===== src/rtl/bin_to_bcd_seq_pkg.sv =====
`default_nettype none
// ============================================================================
// Module   : bin_to_bcd_seq_pkg
// Brief    : Shared constants, FSM encoding and digit-count helper for the
//            sequential binary-to-BCD converter.
// Revision : 1.0
// ============================================================================
package bin_to_bcd_seq_pkg;

    localparam int          c_bcd_nibble_w   = 4;
    localparam logic [3:0]  c_bcd_adj_thresh = 4'd5;
    localparam logic [3:0]  c_bcd_adj_add    = 4'd3;

    typedef enum logic [0:0] {
        IDLE  = 1'b0,
        SHIFT = 1'b1
    } state_t;

    // Smallest decimal digit count able to hold 2**bin_width-1.
    function automatic int min_digits(input int bin_width);
        longint unsigned max_val;
        longint unsigned pow;
        int              d;
        max_val = (64'd1 << bin_width) - 64'd1;
        pow     = 64'd10;
        d       = 1;
        while (pow <= max_val) begin
            pow = pow * 64'd10;
            d   = d + 1;
        end
        return d;
    endfunction

endpackage
`default_nettype wire


===== src/rtl/bin_to_bcd_seq_if.sv =====
`default_nettype none
// ============================================================================
// Module   : bin_to_bcd_seq_if
// Brief    : Start/busy/done handshake and result bus of the BCD converter.
// Revision : 1.0
// ============================================================================
interface bin_to_bcd_seq_if #(
    parameter int BIN_WIDTH = 12,
    parameter int DIGITS    = 4
);
    logic                   i_start;
    logic [BIN_WIDTH-1:0]   i_bin;
    logic                   o_busy;
    logic                   o_done;
    logic [4*DIGITS-1:0]    o_bcd;
    logic [DIGITS-1:0]      o_blank;

    modport master (
        output i_start, i_bin,
        input  o_busy, o_done, o_bcd, o_blank
    );

    modport slave (
        input  i_start, i_bin,
        output o_busy, o_done, o_bcd, o_blank
    );
endinterface
`default_nettype wire


===== src/rtl/bin_to_bcd_seq_bcd_digit_adjust.sv =====
`default_nettype none
// ============================================================================
// Module   : bcd_digit_adjust
// Brief    : Double-dabble nibble correction: add 3 when the digit is >= 5.
// Revision : 1.0
// ============================================================================
module bcd_digit_adjust
    import bin_to_bcd_seq_pkg::*;
(
    input  wire logic [c_bcd_nibble_w-1:0] i_nibble,
    output logic      [c_bcd_nibble_w-1:0] o_nibble
);

    always_comb begin
        o_nibble = i_nibble;
        if (i_nibble >= c_bcd_adj_thresh) begin
            o_nibble = i_nibble + c_bcd_adj_add;
        end
    end

endmodule
`default_nettype wire


===== src/rtl/bin_to_bcd_seq.sv =====
`default_nettype none
// ============================================================================
// Module   : bin_to_bcd_seq
// Brief    : Sequential shift-and-add-3 binary-to-BCD converter with a
//            leading-zero blank mask for the digit multiplexer.
// Revision : 1.0
// ============================================================================
module bin_to_bcd_seq
    import bin_to_bcd_seq_pkg::*;
#(
    parameter int BIN_WIDTH = 12,
    parameter int DIGITS    = 4
)(
    input  wire logic           CLK,
    input  wire logic           RST,
    bin_to_bcd_seq_if.slave     bus
);

    localparam int c_bcd_w  = c_bcd_nibble_w * DIGITS;
    localparam int c_sh_w   = c_bcd_w + BIN_WIDTH;
    localparam int c_iter_w = $clog2(BIN_WIDTH) + 1;
    localparam logic [c_iter_w-1:0] c_last_iter = c_iter_w'(BIN_WIDTH - 1);
    localparam logic [DIGITS-1:0]   c_blank_rst = {DIGITS{1'b1}} << 1;

    if (DIGITS < min_digits(BIN_WIDTH)) begin : g_digits_check
        $error("bin_to_bcd_seq: DIGITS too small for BIN_WIDTH");
    end

    state_t                 r_state;
    state_t                 w_state_next;
    logic                   w_load;
    logic                   w_finish;

    logic [c_sh_w-1:0]      r_shreg;
    logic [c_iter_w-1:0]    r_iter;
    logic                   r_done;
    logic [c_bcd_w-1:0]     r_bcd;
    logic [DIGITS-1:0]      r_blank;

    logic [c_bcd_w-1:0]     w_bcd_adj;
    logic [c_sh_w-1:0]      w_shreg_next;
    logic [c_bcd_w-1:0]     w_bcd_next;
    logic [DIGITS-1:0]      w_blank;
    logic                   w_upper_zero;

    // All digits are corrected from the pre-shift value in parallel.
    for (genvar g = 0; g < DIGITS; g++) begin : g_adj
        bcd_digit_adjust u_adj (
            .i_nibble (r_shreg[BIN_WIDTH + c_bcd_nibble_w*g +: c_bcd_nibble_w]),
            .o_nibble (w_bcd_adj[c_bcd_nibble_w*g +: c_bcd_nibble_w])
        );
    end

    assign w_shreg_next = {w_bcd_adj, r_shreg[BIN_WIDTH-1:0]} << 1;
    assign w_bcd_next   = w_shreg_next[BIN_WIDTH +: c_bcd_w];

    // Blank a digit while it and every digit above it are zero; digit 0 always shows.
    always_comb begin
        w_blank      = '0;
        w_upper_zero = 1'b1;
        for (int i = DIGITS - 1; i >= 1; i--) begin
            w_upper_zero = w_upper_zero &
                           (w_bcd_next[c_bcd_nibble_w*i +: c_bcd_nibble_w] == '0);
            w_blank[i]   = w_upper_zero;
        end
    end

    always_comb begin
        w_state_next = r_state;
        w_load       = 1'b0;
        w_finish     = 1'b0;
        unique case (r_state)
            IDLE: begin
                if (bus.i_start) begin
                    w_load       = 1'b1;
                    w_state_next = SHIFT;
                end
            end
            SHIFT: begin
                if (r_iter == c_last_iter) begin
                    w_finish     = 1'b1;
                    w_state_next = IDLE;
                end
            end
            default: w_state_next = IDLE;
        endcase
    end

    always_ff @(posedge CLK or posedge RST) begin
        if (RST) begin
            r_state <= IDLE;
        end else begin
            r_state <= w_state_next;
        end
    end

    always_ff @(posedge CLK or posedge RST) begin
        if (RST) begin
            r_shreg <= '0;
            r_iter  <= '0;
            r_done  <= 1'b0;
            r_bcd   <= '0;
            r_blank <= c_blank_rst;
        end else begin
            r_done <= w_finish;
            if (w_load) begin
                r_shreg <= {{c_bcd_w{1'b0}}, bus.i_bin};
                r_iter  <= '0;
            end else if (r_state == SHIFT) begin
                r_shreg <= w_shreg_next;
                r_iter  <= r_iter + c_iter_w'(1);
            end
            if (w_finish) begin
                r_bcd   <= w_bcd_next;
                r_blank <= w_blank;
            end
        end
    end

    assign bus.o_busy  = (r_state == SHIFT);
    assign bus.o_done  = r_done;
    assign bus.o_bcd   = r_bcd;
    assign bus.o_blank = r_blank;

endmodule
`default_nettype wire


===== src/flat_wrapper.sv =====
// flat-port wrapper written by rule: the top's interface ports become plain ports
module bin_to_bcd_seq_flat import bin_to_bcd_seq_pkg::*;
#(
    parameter int BIN_WIDTH = 12,
    parameter int DIGITS    = 4
)
  (CLK, RST, bus_i_start, bus_i_bin, bus_o_busy, bus_o_done, bus_o_bcd, bus_o_blank);
  bin_to_bcd_seq_if #(.BIN_WIDTH(BIN_WIDTH), .DIGITS(DIGITS)) bus_i ();
  input  wire logic CLK;
  input  wire logic RST;
  input wire logic [$bits(bus_i.i_start)-1:0] bus_i_start;
  input wire logic [$bits(bus_i.i_bin)-1:0] bus_i_bin;
  output wire logic [$bits(bus_i.o_busy)-1:0] bus_o_busy;
  output wire logic [$bits(bus_i.o_done)-1:0] bus_o_done;
  output wire logic [$bits(bus_i.o_bcd)-1:0] bus_o_bcd;
  output wire logic [$bits(bus_i.o_blank)-1:0] bus_o_blank;
  assign bus_i.i_start = bus_i_start;
  assign bus_i.i_bin = bus_i_bin;
  assign bus_o_busy = bus_i.o_busy;
  assign bus_o_done = bus_i.o_done;
  assign bus_o_bcd = bus_i.o_bcd;
  assign bus_o_blank = bus_i.o_blank;
  bin_to_bcd_seq #(.BIN_WIDTH(BIN_WIDTH), .DIGITS(DIGITS)) u_core (.CLK(CLK), .RST(RST), .bus(bus_i));
endmodule

===== config.mk =====
export PLATFORM = sky130hd
export DESIGN_NAME = bin_to_bcd_seq_flat
export DESIGN_NICKNAME = d
export VERILOG_FILES = /design/src/rtl/bin_to_bcd_seq_pkg.sv /design/src/rtl/bin_to_bcd_seq_if.sv /design/src/rtl/bin_to_bcd_seq_bcd_digit_adjust.sv /design/src/rtl/bin_to_bcd_seq.sv /design/src/flat_wrapper.sv
export SDC_FILE = /design/constraint.sdc
export NUM_CORES = 1
export LEC_CHECK = 0
export CAP_MARGIN = 15
export CORE_MARGIN = 2
export CORE_UTILIZATION = 35
export DETAILED_ROUTE_END_ITERATION = 10
export GPL_ROUTABILITY_DRIVEN = 0
export SETUP_SLACK_MARGIN = 0.2
export SLEW_MARGIN = 0
export SYNTH_ARGS = -nofsm -noshare
export SYNTH_HDL_FRONTEND = slang
export SYNTH_SLANG_ARGS = --single-unit

===== constraint.sdc =====
create_clock -name CLK -period 3.49 [get_ports CLK]
set_input_delay 0.698 -clock CLK [delete_from_list [all_inputs] [get_ports CLK]]
set_output_delay 0.698 -clock CLK [all_outputs]
set_load 0.01 [all_outputs]

== Word level (Yosys, flattened, before mapping) ==
Cells that the tools add are included.

* Bitwise gates (word level): 3
* Mux-type cells: 14
* Equality and inequality tests: 1
* $add $sub $neg: 5
* Reductions and logical operators: 4
* $lt $le $gt $ge: 4

{| class="wikitable"
|+ Operator list
! operator !! count
|-
| $mux W28 || 2
|-
| $ge A4 B3 Y1 const B || 4
|-
| $add A4 B2 Y4 const B || 3
|-
| $logic_not A4 Y1 || 3
|-
| $mux W4 || 3
|-
| $mux W5 || 2
|-
| $add A5 B1 Y5 const B || 1
|-
| $eq A5 B4 Y1 const B || 1
|-
| $mux W1 || 5
|-
| $add A3 B2 Y3 const B || 1
|-
| $mux W3 || 1
|-
| $and A1 B1 Y1 || 2
|-
| $pmux W1 S2 || 1
|-
| $reduce_bool A2 Y1 || 1
|-
| $not A1 Y1 || 1
|}

* Flip-flop bits (word level): 54

== Logic depth before layout (Yosys ltp) ==
Gate-level depths: netlist (run 1).

* Word-level depth: 5
* Mapped depth: 8
* Mapped depth without buffers: 7

== Modules after synthesis ==
From an unflattened synthesis (run 1), not the netlist that was laid out.

* Cell total of the unflattened synthesis: 229
* Area, all modules: 2648.8 µm²

{| class="wikitable"
|+ Modules (own cells, without submodules)
! module !! cells an instance !! sequential area each (µm²) !! area an instance (µm²) !! instances
|-
| bin_to_bcd_seq || 165 || 1355.0 || 2243.4 || 1
|-
| bcd_digit_adjust || 16 || 0.0 || 101.3 || 4
|}

== Worst setup path before layout (run 1) ==
No wires, ideal clock.

* Path type: flip-flop to flip-flop
* Start: register u_core.r_iter[0]
* End: register u_core.r_blank[1] (netlist: u_core.bus.o_blank[1])
* Path slack: 1687 ps
* Path buffers: 1
* Cell stages (with the launch flop): 9
* Data arrival time: 1741 ps
* Path through: dfrtp_1 > ha_1 > nand2_1 > or3_1 > buf_6 > clkinv_4 > nand4b_4 > nor4_2 > a32o_1

* Word-level cells in the longest chain between the ends: 3

{| class="wikitable"
|+ Ends and longest elaborated chain
! what !! RTL line !! source
|-
| start, declared || bin_to_bcd_seq.sv:35 || <nowiki>logic [c_iter_w-1:0] r_iter;</nowiki>
|-
| start signal, assigned || bin_to_bcd_seq.sv:111 || <nowiki>r_iter <= r_iter + c_iter_w'(1);</nowiki>
|-
| $eq A5 B4 Y1 || bin_to_bcd_seq.sv:80 || <nowiki>if (r_iter == c_last_iter) begin</nowiki>
|-
| $mux W1 || bin_to_bcd_seq.sv:80 ||
|-
| $mux W1 || bin_to_bcd_seq.sv:72 || <nowiki>unique case (r_state)</nowiki>
|-
| end signal, assigned || bin_to_bcd_seq.sv:103 || <nowiki>r_blank <= c_blank_rst;</nowiki>
|-
| end signal, assigned || bin_to_bcd_seq.sv:115 || <nowiki>r_blank <= w_blank;</nowiki>
|-
| end, declared || bin_to_bcd_seq.sv:38 || <nowiki>logic [DIGITS-1:0] r_blank;</nowiki>
|}

Every way passes these cells.
A chain may end at the register's enable or synchronous reset.

== Final worst setup path (run 1) ==
* Start: register u_core.r_state (netlist: u_core.bus.o_busy)
* End: output port bus_o_busy

{| class="wikitable"
|+ RTL lines
! what !! RTL line !! source
|-
| start, declared || bin_to_bcd_seq.sv:29 || <nowiki>state_t r_state;</nowiki>
|-
| start signal, assigned || bin_to_bcd_seq.sv:93 || <nowiki>r_state <= w_state_next;</nowiki>
|-
| end, declared || flat_wrapper.sv:13 || <nowiki>output wire logic [$bits(bus_i.o_busy)-1:0] bus_o_busy;</nowiki>
|}

No word-level cell between the ends.

==> metrics.md, run 1 <==
| Metric | Value |
|---|---|
| Status | finished clean |
| Cell Rows | 31 |
| Crit-path max FO | 56 |
| R2R depth | 7 |
| Vias per inst | 4.78 |
| IO Pins | 37 |
| Setup Skew | 8.46 ps |
| Max Clock Freq | 413 MHz |
| Async set-reset flop share out of synthesis | 1.00 |
| Synth cell types | 34 |
| Yosys warns | 0 |
| Hpwl dp | 3.36 mm |
| WL per Instance | 12.9 um |
| Post-synth top flop | dfrtp_1 |
| Post-synthesis sequential area ratio | 0.514 |
| CP Launch Type | flop |
| Initial DRT Pass Iterations | 4 |
| P_leak | 0.00143 uW |
| Chip Height | 90.7 um |
| Setup violators final | 0 |
| Worst r2r src | u_core.r_iter[0]$_DFFE_PP0P_ |
| Flop-to-flop setup slack | 1260 ps |
| Crit path cell chain | buf_4 -> clkdlybuf4s50_1 |
| CTS root buffer | clkbuf_8 |
| Hold_buf cts | 0 |
| FF-to-FF End | u_core.bus.o_blank[1]$_DFFE_PP1P_ |
| Clock Sinks | 54 |
| Endpoints failing hold | 0 |
| Mean Syn Cell Area | 10.2 um^2 |
| Yosys reg bits | 54 |
| Number of max-cap violations | 0 |
| Crit path kind | flop to output pin |
| CTS resizes | 0 |
| Top-area cell type share of the netlist area | 0.485 |
| Core Area | 0.00725 mm^2 |
| Share of cells above drive strength 1 | 0.100 |
| Worst Setup End Kind | output pin |
| Final Cycle Share | 0.694 |
| Worst slew pin tran | 693 ps |
| Grt ovf | 0 |
| Setup TNS | 0 ps |
| Most frequent cell after synthesis | dfrtp_1 |
| Die Wd | 90.7 um |
| Initial Util | 0.363 |
| Synth top cells by count | dfrtp_1, nand2_1, o21ai_0, a21oi_1, mux2i_1 |
| Vias in the first global route | 1824 |
| CTS tree | yes |
| Clk_lat worst skew | 310 ps |
| Total track usage | 0.131 |
| TritonCTS Buffers | 5 |
| Fin crit period | 2420 ps |
| Synthesis-to-layout area growth | 20.6% |
| Via Count | 1861 |
| Hold EP | u_core.r_shreg[4]$_DFFE_PP0P_ |
| Hold_sp | u_core.r_shreg[3]$_DFFE_PP0P_ |
| Clock Tree Buf Depth | 2 |
| Initial antenna violation count | 0 |
| Power per cell area | 889 mW/mm^2 |
| EDFF count, synth | 0 |
| Largest net degree at the start of global routing | 57 |
| Post-Syn Area | 0.00263 mm^2 |
| Relative slew margins | 0.537 |
| Req. time, crit path | 2790 ps |
| Min-delay worst type | flop to flop |
| ANT cells | 0 |
| 1st-iter DRT viols | 62 |
| Post-Syn Instances | 257 |
| Full die area | 0.00823 mm^2 |
| Synth area leader | dfrtp_1 |
| Synth top area cells | dfrtp_1, mux2i_1, o21ai_0 |
| First-pass GRT wire length | 8.74 mm |
| Final Slew Violations | 0 |
| Syn nets | 281 |
| Total Wirelength | 5.02 mm |
| Antenna Nets Post-Route | 0 |
| Hold Path Depth | 2 |
| Worst EP arrival | 1720 ps |
| Drt drc | 0 |
| Hold Slack | 486 ps |
| Final nets | 313 |
| IO buf count | 35 |
| Slowest CP cell | clkdlybuf4s50_1 |
| CTS H-tree depth | 2 |
| Fill cell count | 738 |
| CP peak stage delay | 640 ps |
| RSZ-0062 raised after global routing | no |
| Clk slew on worst S/H paths | 100 ps |
| IR drop worst, VDD | 0.337 mV |
| Post-CTS Setup Repair Bufs | 0 |
==> where the power goes <==
| group | switching [uW] | internal, uW |
|---|---|---|
| clock | 209 | 212 |
| sequential | 198 | 903 |
| combinational | 668 | 633 |
| total | 1070 | 1750 |
==> logic make-up after synthesis <==
family / count (synthesis) / synth area share
and+or+nand+nor: 78 / 0.151
AOI/OAI and AO/OA: 56 / 0.118
DFF: 54 / 0.514
muxes: 28 / 0.111
buffers and inverters: 26 / 0.0447
adders and majority gates: 9 / 0.0428
xor gates and xnor gates: 5 / 0.0166
other: 1 / 0.00142
==> area by class of cell <==
cell class	instances	area [um^2]	area share
flip-flops and latches	54	1360	0.427
multi-input cells	177	1160	0.366
repair buffers	38	373	0.117
well taps	99	124	0.0390
clock buffers	5	68.8	0.0217
inverters	13	53.8	0.0169
clock inverters	3	40.0	0.0126
==> state kept, by name, summed over array words and instances, names as in the netlist <==
name and cells:
u_core.bus.o_busy 1, u_core.bus.o_done 1, u_core.bus.o_blank 3, u_core.bus.o_bcd 16, u_core.r_iter 5, u_core.r_shreg 28
==> worst max-delay path by stage <==
| stage | from | endpoint | slack, ps | cells after the start |
|---|---|---|---|---|
| final | u_core.bus.o_busy$_DFF_PP0_ | bus_o_busy | 1070 | 2 |
| after global routing | u_core.bus.o_busy$_DFF_PP0_ | bus_o_busy | 950 | 2 |
| after CTS | u_core.bus.o_busy$_DFF_PP0_ | bus_o_busy | 1040 | 2 |
| after detailed placement | bus_i_start | u_core.r_shreg[4]$_DFFE_PP0P_ | 1050 | 4 |
| after global placement | bus_i_start | u_core.r_shreg[4]$_DFFE_PP0P_ | 1110 | 4 |
| after floorplan | RST | u_core.bus.o_bcd[0]$_DFFE_PP0P_ | 1480 | 1 |
==> placed cells by master, fill, tap and decap left out, types with 3 or more instances in the layout <==
cell type        synthesis  final
inv_1                   12     11
xnor2_1                  4      4
nor3_1                   4      4
a21oi_1                 18     18
dfstp_2                  3      3
clkbuf_8                 0      5
nor3b_1                  5      5
dfrtp_1                 51     51
clkdlybuf4s50_1          0     35
nor2_1                  13     13
mux2i_1                 18     18
buf_4                    1      3
nand2b_1                11     11
ha_1                     9      9
o21ai_0                 27     27
mux2_2                  10     10
nand3_1                  5      5
o31ai_1                  6      6
nand2_1                 32     32
==> worst max-delay path: cells and delay by family (launching register included) <==
kind | cells | cell delay, ps
DFF | 1 | 350
buffers and inverters | 2 | 1070
==> metal layers <==
layer / up-vias / GRT usage / wire (um)
met4: 0 / 0.0423 / 61
met5: - / 0 / 0
met3: 4 / 0.0326 / 153
met1: 895 / 0.176 / 2500
li1: 940 / - / -
met2: 22 / 0.208 / 2300
==> through the flow <==
step | power, uW | worst slack (ps) | util | std cells | instance area [um^2]
after CTS | 2860 | 1040 | 0.438 | 389 | 3180
after global placement | 2400 | 1110 | 0.423 | 381 | 3070
after global routing | 3090 | 948 | 0.438 | 389 | 3180
after detailed placement | 2430 | 1050 | 0.423 | 381 | 3070
after floorplan | 2000 | 1480 | - | 257 | 2630
final | 2820 | 1070 | 0.438 | 389 | 3180
Note: power is estimated with default switching activity, not from simulation.
==> inputs of run 2 (changes only) <==
Clock period 3.49 ns to 2 ns, I/O delays scaled along.
==> run 2 against run 1 <==
  * Count of clock-buffer cells in the layout up 1
  * Worst hold slack worse by 86 ps
  * Final area up 7.8%
  * Sequential share of layout area down 3.1 points
  * Utilization up 3.4 points
  * Critical endpoint is now u_core.bus.o_blank[1]$_DFFE_PP1P_
==> metrics.md, run 2 (synthesized netlist as in run 1, its figures left out) <==
| Metric | Value |
|---|---|
| Grt ovf | 0 |
| Initial antenna violation count | 0 |
| Chip Height | 90.7 um |
| Multi-input logic area | 0.00123 mm^2 |
| 1st-iter DRT viols | 112 |
| Vias in the first global route | 2017 |
| Setup Skew | 12.3 ps |
| Fill cell count | 716 |
| Clk_lat worst skew | 310 ps |
| Largest Register | u_core.r_shreg |
| Hpwl dp | 3.78 mm |
| Final WS setup | 285 ps |
| Status | finished clean |
| Vias per inst | 4.79 |
| Number of max-cap violations | 0 |
| Via Count | 1959 |
| IR drop worst, VDD | 0.581 mV |
| ANT cells | 0 |
| Worst slew pin tran | 527 ps |
| Setup TNS | 0 ps |
| Largest net degree at the start of global routing | 32 |
| Most common cell after layout, fill and taps aside | dfrtp_1 |
| Share of cells above drive strength 1 | 0.206 |
| Worst EP arrival | 1960 ps |
| Crit path kind | flop to flop |
| IO buf count | 35 |
| Crit path cell chain | ha_1 -> nand2b_1 -> a21oi_2 -> mux2i_2 -> nor4_4 -> a32o_1 |
| Total track usage | 0.141 |
| Die Wd | 90.7 um |
| Power per cell area | 1580 mW/mm^2 |
| TritonCTS Buffers | 5 |
| Dpl ws | 130 ps |
| CTS root buffer | clkbuf_8 |
| Crit-path max FO | 6 |
| Hold_buf cts | 0 |
| Slowest CP cell | dfrtp_2 |
| P_sw | 2040 uW |
| RSZ-0062 raised after global routing | yes |
| Drt drc | 0 |
| Req. time, crit path | 2250 ps |
| Worst Setup End Kind | flop |
| Clock Tree Buf Depth | 2 |
| Fin crit period | 1720 ps |
| Endpoints failing hold | 0 |
| Clock Sinks | 54 |
| CTS tree | yes |
| Max Clock Freq | 583 MHz |
| Relative slew margins | 0.648 |
| Clock share of power | 0.139 |
| Sequential cell area | 0.00136 mm^2 |
| Antenna Nets Post-Route | 0 |
| Net Sw Frac | 0.376 |
| Pint | 3380 uW |
| Most frequent cells in the layout | dfrtp_1, nand2_1, clkdlybuf4s50_1, o21ai_0, buf_4 |
| Clk slew on worst S/H paths | 100 ps |
| CTS H-tree depth | 2 |
| PnR Total Power | 5430 uW |
| Flop pwr share | 0.357 |
| IO Pins | 37 |
| Flop-to-flop setup slack | 280 ps |
| Final Cycle Share | 0.858 |
| Final nets | 334 |
| CP peak stage delay | 440 ps |
| CP Launch Type | flop |
| P_leak | 0.00155 uW |
| Logic gate share of total power | 0.503 |
| Min-delay worst type | primary input to async pin |
| Cell Rows | 31 |
| WL per Instance | 13.2 um |
| Final Slew Violations | 0 |
| Max reg flops | 28 |
| Initial DRT Pass Iterations | 4 |
| Setup violators final | 0 |
| Core Area | 0.00725 mm^2 |
| Initial Util | 0.363 |
| Full die area | 0.00823 mm^2 |
| Synthesis-to-layout area growth | 30.0% |
| Total Wirelength | 5.39 mm |
| First-pass GRT wire length | 9.45 mm |
| Hold Slack | 401 ps |
## run 2: worst paths after layout
check,cells past startpoint,end,startpoint
worst max-delay path,6,u_core.bus.o_blank[1]$_DFFE_PP1P_,u_core.r_shreg[20]$_DFFE_PP0P_
worst min-delay path,2,u_core.bus.o_bcd[7]$_DFFE_PP0P_,RST
worst max register to register,6,u_core.bus.o_blank[1]$_DFFE_PP1P_,u_core.r_shreg[20]$_DFFE_PP0P_
worst min register to register,2,u_core.r_shreg[5]$_DFFE_PP0P_,u_core.r_shreg[4]$_DFFE_PP0P_
max in group asynchronous,3,u_core.bus.o_bcd[10]$_DFFE_PP0P_,RST
min in group CLK,2,u_core.r_shreg[5]$_DFFE_PP0P_,u_core.r_shreg[4]$_DFFE_PP0P_
## run 2: per-layer routing
layer / GRT usage / part of all wire / vias to the layer above
li1: - / - / 983
met4: 0.0564 / 0.020 / 0
met5: 0 / 0 / -
met2: 0.223 / 0.46 / 28
met3: 0.0284 / 0.032 / 9
met1: 0.189 / 0.49 / 939
## run 2: critical path, delay by kind of cell (launching register included)
family,cells,cell delay [ps]
AO/OA/AOI/OAI,2,460
flip-flops,1,440
multiplexers,1,330
AND/OR/NAND/NOR,2,240
adder cells (fa/ha/maj),1,190
## run 2: through the flow
| step | area, um^2 | std cells | utilization |
|---|---|---|---|
| floorplan | 2650 | 257 | - |
| global placement | 3170 | 392 | 0.437 |
| detailed placement | 3170 | 392 | 0.437 |
| CTS | 3350 | 405 | 0.462 |
| global route | 3420 | 409 | 0.472 |
| finish | 3420 | 409 | 0.472 |
## run 2: timing repair
| item | 4_1_cts | 5_1_grt |
|---|---|---|
| setup buffers | 6 | 4 |
| gates cloned | 0 | 0 |
| pin swaps | 0 | 4 |
| resized for setup | 12 | 11 |
| setup endpoints to repair | 11 | 10 |
## run 2: cell type report
| cell class | count | share of cell area |
|---|---|---|
| flip-flops and latches | 54 | 0.396 |
| multi-input cells | 177 | 0.360 |
| repair buffers | 59 | 0.159 |
| clock buffers | 6 | 0.0241 |
| well taps | 99 | 0.0362 |
| clock inverters | 1 | 0.00877 |
| inverters | 13 | 0.0157 |
## run 2: power by group through the flow
| stage | Combinational, uW | Sequential [uW] | Clock [uW] |
|---|---|---|---|
| floorplan | 1550 | 1950 | 0 |
| global placement | 2420 | 1940 | 0 |
| detailed placement | 2460 | 1940 | 0 |
| CTS | 2620 | 1930 | 779 |
| global route | 3080 | 2020 | 817 |
| finish | 2730 | 1940 | 755 |
==> inputs of run 3 (changes only) <==
Settings changed: CORE_UTILIZATION 35 to 49, HOLD_SLACK_MARGIN set to 0.12, PLACE_DENSITY set to 0.76.
==> run 3 against run 2 <==
  * Sequential share of layout area up 1.5 points
  * Via count up 1.6%
  * Utilization up 17 points
  * Routed wire length down 2.7%
  * Clock skew down 5.9 ps
  * Cell count down 8.6%
  * Non-clock buffer count down 7
  * Global-route usage up 4.5 points
  * Register-to-register slack worse by 60 ps
  * Die area down 27%
  * Final area down 3.5%
  * Largest cell class unchanged
==> metrics.md, run 3 (synthesized netlist as in run 1, its figures left out) <==
| Metric | Value |
|---|---|
| Status | finished clean |
| Crit-path max FO | 4 |
| Number of max-cap violations | 0 |
| Endpoints failing hold | 0 |
| TritonCTS Buffers | 5 |
| Crit-path leading delay family | simple AND/OR/NAND/NOR gates |
| PnR Total Power | 5160 uW |
| Crit path kind | flop to flop |
| Power per cell area | 1560 mW/mm^2 |
| Req. time, crit path | 2250 ps |
| Largest Register | u_core.r_shreg |
| Grt ovf | 0 |
| Initial Util | 0.512 |
| Vias per inst | 5.32 |
| Relative slew margins | 0.627 |
| Flop-to-flop setup slack | 220 ps |
| Largest net degree at the start of global routing | 49 |
| Worst Setup End Kind | flop |
| Die Wd | 77.3 um |
| WP buf/inv | 1 |
| P_leak | 0.00152 uW |
| Initial antenna violation count | 0 |
| Final nets | 327 |
| Antenna Nets Post-Route | 0 |
| IR drop worst, VDD | 0.696 mV |
| Fin util | 0.643 |
| Clock Tree Buf Depth | 2 |
| CTS tree | yes |
| Worst slew pin tran | 558 ps |
| WL per Instance | 14.0 um |
| Slowest CP cell | or3b_2 |
| Most common cell after layout, fill and taps aside | dfrtp_1 |
| Worst EP arrival | 2020 ps |
| Initial DRT Pass Iterations | 4 |
| Drt drc | 0 |
| Max reg flops | 28 |
| Placed cell count | 360 |
| Clk_lat worst skew | 310 ps |
| ANT cells | 0 |
| 1st-iter DRT viols | 77 |
| Final Cycle Share | 0.889 |
| Core Area | 0.00514 mm^2 |
| Cell Rows | 26 |
| Hpwl dp | 3.49 mm |
| IO buf count | 35 |
| CTS root buffer | clkbuf_8 |
| RSZ-0062 raised after global routing | yes |
| Total Wirelength | 5.24 mm |
| Crit path cell chain | inv_1 -> ha_1 -> nand2b_1 -> or3b_2 -> nand3_1 -> nor4_4 -> a32o_1 |
| First-pass GRT wire length | 8.96 mm |
| CTS H-tree depth | 2 |
| CP peak stage delay | 470 ps |
| Setup TNS | 0 ps |
| Synthesis-to-layout area growth | 25.5% |
| Fin cells | 374 |
| Max Clock Freq | 563 MHz |
| Clk slew on worst S/H paths | 100 ps |
| Fin crit period | 1780 ps |
| IO Pins | 37 |
| Min-delay worst type | primary input to async pin |
| Most frequent cells in the layout | dfrtp_1, nand2_1, clkdlybuf4s50_1, o21ai_0, mux2i_1 |
| Setup violators final | 0 |
| Full die area | 0.00598 mm^2 |
| Via Count | 1991 |
| Total track usage | 0.186 |
| Vias in the first global route | 1975 |
| Setup Skew | 6.35 ps |
| Share of cells above drive strength 1 | 0.181 |
| Final Slew Violations | 0 |
| Clock Sinks | 54 |
| CP Launch Type | flop |
| Chip Height | 77.3 um |
## run 3: changes by cell type in the layout (fill, tap and decap cells not counted), sizes merged
cell,delta
buf,-7
dlygate4sd2,-2
dlymetal6s2s,+2
bufinv,-1
clkinv,+1
clkinvlp,+1
## run 3: where the power goes
part	switching [uW]	internal [uW]	total, uW	leakage, uW
clock network	367	279	646	0.0000472
registers	361	1580	1940	0.000668
logic	1290	1290	2570	0.000807
total	2010	3150	5160	0.00152
## run 3: through the flow
stage	worst slack [ps]	hold WS [ps]	area (um^2)
2_1_floorplan	204	449	2650
3_5_place_dp	132	475	3120
4_1_cts	199	411	3270
3_3_place_gp	169	460	3120
5_1_grt	126	421	3300
6_report	223	393	3300
## run 3: final timing paths
path	to	start	cells past startpoint
min reg2reg	u_core.r_shreg[8]$_DFFE_PP0P_	u_core.r_shreg[7]$_DFFE_PP0P_	2
max	u_core.bus.o_blank[1]$_DFFE_PP1P_	u_core.r_shreg[17]$_DFFE_PP0P_	7
min	u_core.r_iter[2]$_DFFE_PP0P_	RST	2
max reg2reg	u_core.bus.o_blank[1]$_DFFE_PP1P_	u_core.r_shreg[17]$_DFFE_PP0P_	7
min in group CLK	u_core.r_shreg[8]$_DFFE_PP0P_	u_core.r_shreg[7]$_DFFE_PP0P_	2
max in group asynchronous	u_core.bus.o_bcd[1]$_DFFE_PP0P_	RST	3
## run 3: metal layers
| layer | track usage | part of all wire |
|---|---|---|
| met5 | 0 | 0 |
| met4 | 0.0500 | 0.010 |
| met3 | 0.0482 | 0.042 |
| met2 | 0.305 | 0.48 |
| met1 | 0.245 | 0.46 |
## run 3: what timing repair did
item                       in CTS  in global routing
gates resized for setup         4                 13
setup endpoints to repair       8                 10
hold endpoints to repair        0                  0
hold buffers                    0                  0
pin swaps                       0                  1
buffers inserted                6                  0
gates cloned                    0                  0
## run 3: layout make-up
cell class                 count  area (um^2)
timing repair buffer          52          509
tap                           70         87.6
clock buffer                   6         82.6
fill                         434         1840
clock inverter                 2         12.5
multi-input combinational    177         1200
sequential                    54         1360
inverter                      13         53.8
## run 3: worst reg2reg max path: stages (launching register included)
cell and delay, ps:
dfrtp_1 400, inv_1 120, ha_1 150, nand2b_1 130, or3b_2 470, nand3_1 130, nor4_4 60, a32o_1 250
